## config.mk

```make
export PLATFORM = sky130hd
export DESIGN_NAME = map_request_server
export DESIGN_NICKNAME = d
export VERILOG_FILES = /design/src/rtl/map_request_server_pkg.sv /design/src/rtl/map_request_server_rr_arbiter.sv /design/src/rtl/map_request_server.sv
export SDC_FILE = /design/constraint.sdc
export NUM_CORES = 1
export LEC_CHECK = 0
export CORE_MARGIN = 3
export CORE_UTILIZATION = 58
export DETAILED_ROUTE_END_ITERATION = 10
export DONT_BUFFER_PORTS = 1
export PLACE_DENSITY = 0.81
export SETUP_SLACK_MARGIN = 0.05
export SYNTH_ARGS = -nofsm -noshare
export SYNTH_HDL_FRONTEND = slang
export SYNTH_SLANG_ARGS = --single-unit
```

## constraint.sdc

```tcl
create_clock -name pixel_clk_in -period 4.4 [get_ports pixel_clk_in]
set_input_delay 0.88 -clock pixel_clk_in [delete_from_list [all_inputs] [get_ports pixel_clk_in]]
set_output_delay 0.88 -clock pixel_clk_in [all_outputs]
set_load 0.01 [all_outputs]
```

## src/rtl/map_request_server_pkg.sv

```systemverilog
// Shared types and defaults for the map request server and its arbiter.
package map_request_server_pkg;

  // One map cell: 0 is open floor, anything else is some kind of wall.
  typedef logic [4:0] cell_t;

  localparam int    MAP_N    = 24;
  localparam cell_t OOR_CELL = 5'd1;

  typedef enum logic [1:0] {
    ST_IDLE    = 2'd0,
    ST_WAIT    = 2'd1,
    ST_RESPOND = 2'd2
  } state_t;

  // Address bits needed to index every cell of an edgeLen x edgeLen map.
  function automatic int addrWidth(input int edgeLen);
    return $clog2(edgeLen * edgeLen);
  endfunction

endpackage

```

## src/rtl/map_request_server_rr_arbiter.sv

```systemverilog
// Round-robin arbiter: one-hot grant among requesters, the port after the
// last granted one has top priority on the next arbitration.
module rr_arbiter #(
  parameter  int NUM_PORTS = 2,
  localparam int IDX_W     = (NUM_PORTS > 1) ? $clog2(NUM_PORTS) : 1
) (
  input  logic                 i_clk,
  input  logic                 i_rst_n,
  input  logic [NUM_PORTS-1:0] i_req,
  input  logic                 i_advance,
  output logic [NUM_PORTS-1:0] o_grant,
  output logic [IDX_W-1:0]     o_grantIdx
);

  logic [IDX_W-1:0]       r_ptr;
  logic [2*NUM_PORTS-1:0] w_reqDbl;
  int                     w_offset;
  int                     w_idxInt;

  // Rotate the requests so the priority port sits at bit 0, then take the lowest set bit.
  always_comb begin
    w_reqDbl = {i_req, i_req} >> r_ptr;
    w_offset = 0;
    for (int k = NUM_PORTS - 1; k >= 0; k--) begin
      if (w_reqDbl[k]) begin
        w_offset = k;
      end
    end
    w_idxInt   = (w_offset + int'(r_ptr)) % NUM_PORTS;
    o_grantIdx = IDX_W'(w_idxInt);
    o_grant    = (|i_req) ? (NUM_PORTS'(1) << o_grantIdx) : '0;
  end

  // Move the priority pointer just past the port that was actually granted.
  always_ff @(posedge i_clk) begin
    if (!i_rst_n) begin
      r_ptr <= '0;
    end else if (i_advance) begin
      r_ptr <= (o_grantIdx == IDX_W'(NUM_PORTS - 1)) ? '0 : o_grantIdx + 1'b1;
    end
  end

endmodule

```

## src/rtl/map_request_server.sv

```systemverilog
// Serves map-cell reads from several ray-stepping requesters out of one
// shared map BRAM, and lets the maze loader write cells when the port is idle.
module map_request_server
  import map_request_server_pkg::*;
#(
  parameter  int    N            = MAP_N,
  parameter  int    NUM_PORTS    = 2,
  parameter  int    BRAM_LATENCY = 2,
  parameter  cell_t OOR_VALUE    = OOR_CELL,
  localparam int    ADDR_W       = addrWidth(N)
) (
  input  logic                             pixel_clk_in,
  input  logic                             rst_n_in,
  input  logic [NUM_PORTS-1:0]             req_in,
  input  logic [NUM_PORTS-1:0][ADDR_W-1:0] addr_in,
  output cell_t                            data_out,
  output logic [NUM_PORTS-1:0]             valid_out,
  output logic [ADDR_W-1:0]                bram_addr_out,
  input  cell_t                            bram_dout_in,
  output logic                             bram_we_out,
  output cell_t                            bram_din_out,
  input  logic                             wr_en_in,
  input  logic [ADDR_W-1:0]                wr_addr_in,
  input  cell_t                            wr_data_in,
  output logic                             wr_ready_out,
  output logic                             busy_out
);

  localparam int                IDX_W     = (NUM_PORTS > 1) ? $clog2(NUM_PORTS) : 1;
  localparam int                CNT_W     = (BRAM_LATENCY > 1) ? $clog2(BRAM_LATENCY) : 1;
  localparam logic [CNT_W-1:0]  CNT_LAST  = CNT_W'(BRAM_LATENCY - 1);
  localparam logic [ADDR_W:0]   MAP_CELLS = (ADDR_W + 1)'(N * N);

  state_t                           r_state;
  logic [NUM_PORTS-1:0]             r_pending;
  logic [NUM_PORTS-1:0][ADDR_W-1:0] r_addr;
  logic [IDX_W-1:0]                 r_grantIdx;
  logic [CNT_W-1:0]                 r_cnt;
  cell_t                            r_data;
  logic [NUM_PORTS-1:0]             r_valid;
  logic [ADDR_W-1:0]                r_bramAddr;
  logic                             r_we;
  cell_t                            r_din;

  logic [NUM_PORTS-1:0] w_grant;
  logic [IDX_W-1:0]     w_grantIdx;
  logic                 w_anyPending;
  logic                 w_advance;
  logic [NUM_PORTS-1:0] w_clearMask;
  logic [ADDR_W-1:0]    w_selAddr;
  logic                 w_selInRange;
  logic                 w_wrInRange;
  logic [NUM_PORTS-1:0] w_respOneHot;

  assign w_anyPending = |r_pending;
  // A loader write in IDLE always wins, so reads are only granted without one.
  assign w_advance    = (r_state == ST_IDLE) && !wr_en_in && w_anyPending;
  assign w_clearMask  = w_advance ? w_grant : '0;
  assign w_selAddr    = r_addr[w_grantIdx];
  assign w_selInRange = {1'b0, w_selAddr} < MAP_CELLS;
  assign w_wrInRange  = {1'b0, wr_addr_in} < MAP_CELLS;
  assign w_respOneHot = NUM_PORTS'(1) << r_grantIdx;

  rr_arbiter #(
    .NUM_PORTS (NUM_PORTS)
  ) u_arbiter (
    .i_clk      (pixel_clk_in),
    .i_rst_n    (rst_n_in),
    .i_req      (r_pending),
    .i_advance  (w_advance),
    .o_grant    (w_grant),
    .o_grantIdx (w_grantIdx)
  );

  // Latch request addresses; a new request always sets pending, even on the grant edge, so none is lost.
  always_ff @(posedge pixel_clk_in) begin
    if (!rst_n_in) begin
      r_pending <= '0;
      r_addr    <= '0;
    end else begin
      r_pending <= (r_pending & ~w_clearMask) | req_in;
      for (int p = 0; p < NUM_PORTS; p++) begin
        if (req_in[p]) begin
          r_addr[p] <= addr_in[p];
        end
      end
    end
  end

  // Read/write sequencer: IDLE issues a write or a read, WAIT covers BRAM latency, RESPOND pulses valid.
  always_ff @(posedge pixel_clk_in) begin
    if (!rst_n_in) begin
      r_state    <= ST_IDLE;
      r_grantIdx <= '0;
      r_cnt      <= '0;
      r_data     <= '0;
      r_valid    <= '0;
      r_bramAddr <= '0;
      r_we       <= 1'b0;
      r_din      <= '0;
    end else begin
      r_we    <= 1'b0;
      r_valid <= '0;
      case (r_state)
        ST_IDLE: begin
          if (wr_en_in) begin
            if (w_wrInRange) begin
              r_bramAddr <= wr_addr_in;
              r_din      <= wr_data_in;
              r_we       <= 1'b1;
            end
          end else if (w_anyPending) begin
            r_grantIdx <= w_grantIdx;
            r_cnt      <= '0;
            if (w_selInRange) begin
              r_bramAddr <= w_selAddr;
              r_state    <= ST_WAIT;
            end else begin
              r_data  <= OOR_VALUE;
              r_state <= ST_RESPOND;
            end
          end
        end
        ST_WAIT: begin
          if (r_cnt == CNT_LAST) begin
            r_data  <= bram_dout_in;
            r_cnt   <= '0;
            r_state <= ST_RESPOND;
          end else begin
            r_cnt <= r_cnt + 1'b1;
          end
        end
        ST_RESPOND: begin
          r_valid <= w_respOneHot;
          r_state <= ST_IDLE;
        end
        default: begin
          r_state <= ST_IDLE;
        end
      endcase
    end
  end

  assign data_out      = r_data;
  assign valid_out     = r_valid;
  assign bram_addr_out = r_bramAddr;
  assign bram_we_out   = r_we;
  assign bram_din_out  = r_din;
  assign wr_ready_out  = (r_state == ST_IDLE);
  assign busy_out      = (r_state != ST_IDLE);

endmodule

```

Yosys cells after proc, flatten, opt, wreduce, memory -nomap -nowiden --
Index checks and enable logic that the tools add are counted.
Cells by class: muxes and demuxes 26, reductions and logical operators 17, eq/ne operators 7, add/sub/neg operators 3, shift operators 3, bitwise logic cells 4, $lt $le $gt $ge 3
Operator list (count):
- two-way mux 10 bit | 6
- < comparator 10 bit (second input constant) | 2
- two-way mux 5 bit | 4
- AND reduction 3 bit | 5
- two-way mux 2 bit | 6
- one-hot mux 5 bit (2 select lines) | 1
- nonzero test 2 bit | 4
- two-way mux 1 bit | 7
- inequality test 2 bit (second input constant) | 3
- AND reduction 5 bit | 1
- inequality test 2 x 1 -> 1 bit (second input constant) | 2
- one-hot mux 2 bit (2 select lines) | 1
- AND reduction 4 bit | 1
- << shifter 1 x 1 -> 2 bit (first input constant) | 2
- >> shifter 4 x 1 -> 2 bit | 1
- adder 1 bit (second input constant) | 2
- AND 2 bit | 1
- == test 2 x 1 -> 1 bit (second input constant) | 1
- == test 2 bit (second input constant) | 1
- logical AND 1 bit | 2
- logical NOT 2 bit | 1
- < comparator 1 x 2 -> 1 bit (second input constant) | 1
- NOT 2 bit | 1
- bitwise OR 2 bit | 1
- 6 further kinds | 6
Word-level totals: logic and storage cells 75, input bits 45, register bits 50

Logic depth before layout (Yosys ltp) --
Gate-level depths: netlist of the first run.
depth after elaboration 11, gate-level depth with buffers 7, gate-level depth less buffers 5

By module --
A second synthesis of the first run with hierarchy kept.
Second synthesis, totals: cells, all modules 247, area total of the unflattened synthesis 2316.0 um^2
By module, submodules not included:
- map_request_server | area an instance 2239.6 um^2, cells an instance 236, instances 1, seq. area each 980.9 um^2
- rr_arbiter | area an instance 76.3 um^2, cells an instance 11, instances 1, seq. area each 20.0 um^2

Worst setup path before layout of the first run --
Ideal clock, no wire load.
path kind input to register, start in wr_en_in, end reg r_bramAddr[6] (netlist: bram_addr_out[6]), data required time 4279 ps, data arrival time 2314 ps, cell stages on the path 6, path slack 1965 ps, path through clkbuf_1 nor4_2 a31o_2 a31oi_4 buf_8 mux2_4
On the way: word-level cells in the longest chain between the ends 2, elaborated cells between the ends (all ways) 5, those cells by class eq/ne (1); mux (1); reduce/logical (3)
Ends and longest elaborated chain:
- start: declaration | line map_request_server.sv:22 | input logic wr_en_in,
- inequality test 2 x 1 -> 1 bit (no line) or nonzero test 2 bit (tied branches)
- AND reduction 4 bit (no line)
- end signal: assignment | line map_request_server.sv:108 | r_bramAddr <= wr_addr_in;
- end signal: assignment | line map_request_server.sv:116 | r_bramAddr <= w_selAddr;
- end: declaration | line map_request_server.sv:41 | logic [ADDR_W-1:0] r_bramAddr;
Parallel ways exist; a longest one is shown, timed or not. A chain may end at the register's enable or synchronous reset.

Final worst setup path of the first run --
start reg r_pending[1], end reg r_bramAddr[6] (netlist: bram_addr_out[6])
On the way: word-level cells in the longest chain between the ends 9, elaborated cells between the ends (all ways) 14, those cells by class add/sub (1); order compare (1); shift (1); mux (7); reduce/logical (4)
Ends and longest elaborated chain:
- start: declaration | line map_request_server.sv:35 | logic [NUM_PORTS-1:0] r_pending;
- start signal: assignment | line map_request_server.sv:81 | r_pending <= (r_pending & ~w_clearMask) | req_in;
- >> shifter 4 x 1 -> 2 bit | line map_request_server_rr_arbiter.sv:22 | w_reqDbl = {i_req, i_req} >> r_ptr;
- two-way mux 1 bit (2 in a row) | line map_request_server_rr_arbiter.sv:25 | if (w_reqDbl[k]) begin
- adder 1 bit | line map_request_server_rr_arbiter.sv:29 | w_idxInt = (w_offset + int'(r_ptr)) % NUM_PORTS;
- two-way mux 10 bit (implied by the code) (2 in a row) | line map_request_server.sv:59 | assign w_selAddr = r_addr[w_grantIdx];
- < comparator 10 bit or two-way mux 10 bit (tied branches) | line map_request_server.sv:60, map_request_server.sv:115
- nonzero test 2 bit (no line) or two-way mux 10 bit (tied branches)
- AND reduction 4 bit (no line) or two-way mux 10 bit (tied branches)
Parallel ways exist; a longest one is shown, timed or not. The select of a mux whose other input is x is not followed.

==> results.md, run 1 <==
- CP max-delay cell: mux2i_2
- Grt total ovfl: 0
- Min Hold Slack: 469 ps
- Vias in the first global route: 1697
- Total global-route track usage: 20.4%
- Post-synth EDFFs: 0
- Crit path cell chain: nand2b_1 > a21oi_4 > mux2i_2 > a31oi_4 > mux2_4
- Layout area overhead: 3.06%
- Vias per inst: 6.08
- First-pass GRT wire length: 7.92 mm
- CP Data Arrival Time: 2670 ps
- Max-slew violations: 0
- DP Area: ~2300 um2
- Overall power: 0.959 mW
- Crit path max-delay family: multiplexers
- Main flop type after synthesis: dfxtp_1
- Number of distinct library cells after synthesis: 45
- Worst-Margin Slew: 705 ps
- Routability cong.: 0.910
- Synth warn: 0
- Worst setup skew after layout: 5.06 ps
- Max clock buf depth: 2
- Lkg Pwr: just over 1 nW
- NumNets Final: 289
- CTS tree: done
- Tmin final: 2460 ps
- CTS resizes: 0
- Sw Ratio: 29.9%
- Worst path required time: between 4000 and 5000 ps
- Starting density of the core: 61.7%
- Top Ports: 70
- Core area: 3770 um2
- Switching power total: 0.286 mW
- Critical Path Start Type: flop
- Antenna violations before repair: 0
- Max-Cap Viols: 0
- Crit path largest cell delay: 560 ps
- Pin count of the biggest net entering global routing: 37
- Mapped Cells: 254
- Status: complete, no violations
- Reg power frac: 54.9%
- Worst setup path class: reg -> reg
- Final setup TNS: 0 ps
- RSZ-0062 raised after global routing: false
- Int Power: just under 0.7 mW
- Std-Cell Rows: 22
- Fin. Hold Viols: 0
- Fmax: 0.407 GHz
- P per Cell Area: 400 nW/um2
- Critical path buffer and inverter count: 0
- DR vias: about 1800
- Die width: about 69 um
- Critical Path End Type: flop
- Seq. cell area: 1000 um2
- Routed WL per cell: around 17 um
- Placed cell count: 285
- Root Driver: clkbuf_8
- Maximum VDD drop: 275 uV
- Post-route ant nets: 0
- DRC Markers: 0
- Comb pwr share: between 15 and 20%
- Worst-path clk slew: 90 ps
- Pre-antenna DRT Iters: 4
- Die Y: 69.4 um
- Area of the multi-input gates: 1210 um2
- Async S/R FF share, synth: 0%
- Worst skew pair latency: between 300 and 400 ps
- Setup violators final: 0
- ANT cells: 0
- Fin area: 2400 um2
- Post-Syn Nets: 299
- WL final: 4.86 mm
- Iter 0 DRT Violations: 80
- FILL cells: 325
- Number of synthesized register bits: 50
- Slew headroom: 52.6%
- Sink Count: 50
- H-tree depth: 2
- Finished Layout Cells: 293
- Clock buffer count from CTS: 5
- Avg Inst Size Synth: a little over 9 um2
- PortBufs: 0
- Register area share after synthesis: 43.0%
- Hold-fix buffers, CTS: 0
- Clock network fraction of total power: 28.8%
- DP HPWL: 3.54 mm
- Area of the mapped netlist: between 2000 and 2500 um2
- Share of cells above drive strength 1: 7.35%
- Die ar.: 4810 um2
- Setup Fix Bufs, Post-CTS: 0
- Crit path max fanout: 10
- Crit share post-route: 55.8%
- Hold WC Path Type: reg -> reg
[power groups by stage]
stage | Clock [mW] | Combinational, mW | Sequential [mW]
6_report | 0.276 | 0.157 | 0.527
5_1_grt | 0.299 | 0.173 | 0.533
4_1_cts | 0.281 | 0.157 | 0.527
3_5_place_dp | 0 | 0.156 | 0.537
3_3_place_gp | 0 | 0.153 | 0.536
2_1_floorplan | 0 | 0.155 | 0.522
[routing by layer]
metal / share of wire [%] / GRT usage (%)
met1: 42 / 24.7
met2: 48 / 33.1
met3: 8.0 / 7.25
met4: 1.8 / 8.24
met5: 0 / 0
[synth_stat cells (all sizes together), types with 4 or more instances]
master | number | area (um2)
inv | 8 | 30.0
clkbuf | 13 | 48.8
a31oi | 5 | 46.3
nor2 | 28 | 105
a21oi | 16 | 91.3
nor3 | 4 | 20.0
mux2i | 37 | 374
dfxtp | 50 | 1000
o21ai | 13 | 65.1
a221oi | 4 | 35.0
buf | 4 | 33.8
nand2 | 24 | 90.1
a21o | 8 | 60.1
a41o | 4 | 40.0
[state kept, by name, indices dropped and copies added, names as in the netlist]
register / cells
data_out: 5
r_grantIdx: 1
bram_addr_out: 10
r_state: 2
valid_out: 2
r_cnt: 1
r_pending: 2
bram_din_out: 5
bram_we_out: 1
r_addr: 20
u_arbiter.r_ptr: 1
[final timing paths]
kind	startpoint	endpoint	slack (ps)	cells past startpoint
hold / removal	r_grantIdx	valid_out[0]	470	1
hold reg to reg	r_grantIdx	valid_out[0]	470	1
setup reg to reg	r_pending[1]	bram_addr_out[6]	1940	5
setup / recovery	r_pending[1]	bram_addr_out[6]	1940	5
[through the flow]
step	setup WS, ps	util, %
after floorplan	1960	-
after global placement	2040	61.1
after detailed placement	1970	61.1
after CTS	1950	63.6
after global routing	1810	63.6
final	1940	63.6
[cell usage in the layout, fill, tap and decap left out, types with 2 or more instances in the layout]
| cell | netlist | layout |
|---|---|---|
| a211o_1 | 2 | 2 |
| a21o_1 | 8 | 8 |
| a21oi_1 | 15 | 15 |
| a221oi_1 | 4 | 4 |
| a31oi_1 | 4 | 4 |
| a41o_1 | 4 | 4 |
| and2_1 | 3 | 3 |
| clkbuf_8 | 0 | 5 |
| dfxtp_1 | 50 | 50 |
| inv_1 | 7 | 7 |
| mux2_4 | 2 | 2 |
| mux2i_1 | 36 | 36 |
| nand2_1 | 24 | 24 |
| nand2b_1 | 3 | 3 |
| nand3_1 | 3 | 3 |
| nor2_1 | 28 | 28 |
| nor2b_1 | 3 | 3 |
| nor3_1 | 4 | 4 |
| o21ai_0 | 13 | 13 |
| o31ai_1 | 2 | 2 |
[kinds of logic (layout without fill, tap and decap cells)]
kind of cell / after synthesis / count (layout) / share of synthesized area (%)
flops: 50 / 50 / 43.0
compound gates: 61 / 61 / 18.9
simple gates: 78 / 78 / 15.7
buf+inv: 26 / 17 / 5.00
mux: 39 / 39 / 17.4
[layout make-up]
class                      instances  area share, %
tap                               48           2.50
sequential                        50           41.7
clock inverter                     3           1.04
clock buffer                       5           2.87
multi-input combinational        178           50.5
inverter                           9           1.41
Note: power is estimated with default switching activity, not from simulation.
==> run 2, diff against run 1 <==
--- a/config.mk
+++ b/config.mk
@@ -6,7 +6,7 @@
 export NUM_CORES = 1
 export LEC_CHECK = 0
 export CORE_MARGIN = 3
-export CORE_UTILIZATION = 58
+export CORE_UTILIZATION = 56
 export DETAILED_ROUTE_END_ITERATION = 10
 export DONT_BUFFER_PORTS = 1
 export PLACE_DENSITY = 0.81
==> constraint.sdc (replaced) <==
create_clock -name pixel_clk_in -period 2 [get_ports pixel_clk_in]
set_input_delay 0.4 -clock pixel_clk_in [delete_from_list [all_inputs] [get_ports pixel_clk_in]]
set_output_delay 0.4 -clock pixel_clk_in [all_outputs]
set_load 0.01 [all_outputs]
==> results.md, run 2 (same netlist as run 1, synthesis figures left out) <==
- Worst setup path class: reg -> reg
- Status: complete, no violations
- Crit share post-route: 91.2%
- Setup violators final: 0
- Critical Path End Type: flop
- First-pass GRT wire length: 8.43 mm
- Crit path cell chain: and2b_1 > a211o_1 > a22oi_4 > a31oi_4 > buf_4 > mux2i_1
- H-tree depth: 2
- Vias in the first global route: 1746
- Placed cell count: around 290
- FILL cells: 330
- Top Ports: 70
- Root Driver: clkbuf_8
- Post-route ant nets: 0
- Worst-path clk slew: 90 ps
- Seq. cell area: ~1000 um2
- Slew headroom: 68.9%
- Crit path max fanout: 9
- Die ar.: 4970 um2
- Hold WC Path Type: in -> reg
- Max reg flops: 20
- ANT cells: 0
- Worst skew pair latency: 310 ps
- Antenna violations before repair: 0
- Reg-to-reg slack, setup: about 180 ps
- Max-Cap Viols: 0
- DRC Markers: 0
- DP HPWL: 3.73 mm
- Area of the multi-input gates: 1230 um2
- Routability cong.: 0.855
- Max clock buf depth: 2
- Worst path required time: around 2200 ps
- DR vias: about 1800
- Starting density of the core: roughly three fifths
- PortBufs: 0
- Worst-Margin Slew: 463 ps
- P per Cell Area: 906 nW/um2
- WL final: 5.10 mm
- Die width: 70.5 um
- Pin count of the biggest net entering global routing: 27
- NumNets Final: 298
- Core area: ~3800 um2
- Overall power: 2.28 mW
- Grt total ovfl: 0
- Sink Count: 50
- CTS tree: done
- Most flops, register: r_addr
- Max-slew violations: 0
- Layout area overhead: 7.95%
- Clock buffer count from CTS: 5
- Die Y: 70.5 um
- Commonest non-fill, non-tap cells in the layout: dfxtp_1 (47), mux2i_1 (36), nor2_1 (28)
- Hold-fix buffers, CTS: 0
- Vias per inst: roughly 6.0
- Fmax: between 0.5 and 0.6 GHz
- Lkg Pwr: 1.09 nW
- Maximum VDD drop: 544 uV
- Iter 0 DRT Violations: between 100 and 150
- Critical Path Start Type: flop
- Tmin final: 1820 ps
- Routed WL per cell: 16.9 um
- Std-Cell Rows: 22
- Crit path largest cell delay: 400 ps
- Fin. Hold Viols: 0
- Share of cells above drive strength 1: 12.6%
- Pre-antenna DRT Iters: 4
- CP Data Arrival Time: 2020 ps
- Total global-route track usage: ~22%
- CP max-delay cell: dfxtp_2
- Commonest non-fill, non-tap cell in the layout: dfxtp_1
- Finished Layout Cells: around 300
- Worst setup skew after layout: just over 9 ps
- Final setup TNS: 0 ps
- RSZ-0062 raised after global routing: false
-- run 2: power breakdown --
group          internal (mW)  switching (mW)
combinational          0.186           0.200
sequential              1.07          0.0909
clock                  0.381           0.348
total                   1.64           0.638
-- run 2: path summary, 6_finish.rpt --
path                                   start          endpoint  cells after the start
worst max register to register  r_pending[0]  bram_addr_out[9]                      6
worst max-delay path            r_pending[0]  bram_addr_out[9]                      6
worst min register to register    r_grantIdx      valid_out[0]                      1
worst min-delay path               req_in[0]      r_pending[0]                      2
-- run 2: routing by layer --
layer | GRT usage [%] | wire length [um] | part of all wire, %
met1 | 26.2 | 2200 | 43
met2 | 35.0 | 2400 | 47
met3 | 6.76 | 399 | 7.8
met4 | 8.72 | 102 | 2.0
met5 | 0 | 0 | 0
-- run 2: critical path, delay by kind of cell (launching register included) --
family | cells | cell delay (ps)
buffers and inverters | 1 | 210
AND/OR/NAND/NOR | 1 | 250
flip-flops | 1 | 400
multiplexers | 1 | 130
AO/OA/AOI/OAI | 3 | 720
-- run 2: what timing repair did --
item | in CTS | in global routing
setup buffers | 0 | 0
gates resized for setup | 0 | 2
setup endpoints to repair | 0 | 9
-- run 2: final cells by class --
class                      count  area share (%)
sequential                    50            40.0
multi-input combinational    178            49.0
tap                           48            2.39
timing repair buffer           9            2.69
clock buffer                   5            2.74
inverter                       9            1.34
clock inverter                 3            1.89
-- run 2: metrics by stage --
step | cell area [um2] | utilization [%] | hold WS (ps) | setup WS, ps
after floorplan | 2350 | - | 411 | 3.20
after global placement | 2390 | 62.5 | 447 | 235
after detailed placement | 2390 | 62.5 | 451 | 185
after CTS | 2510 | 65.6 | 207 | 125
after global routing | 2510 | 65.7 | 214 | 64.3
final | 2510 | 65.7 | 213 | 176
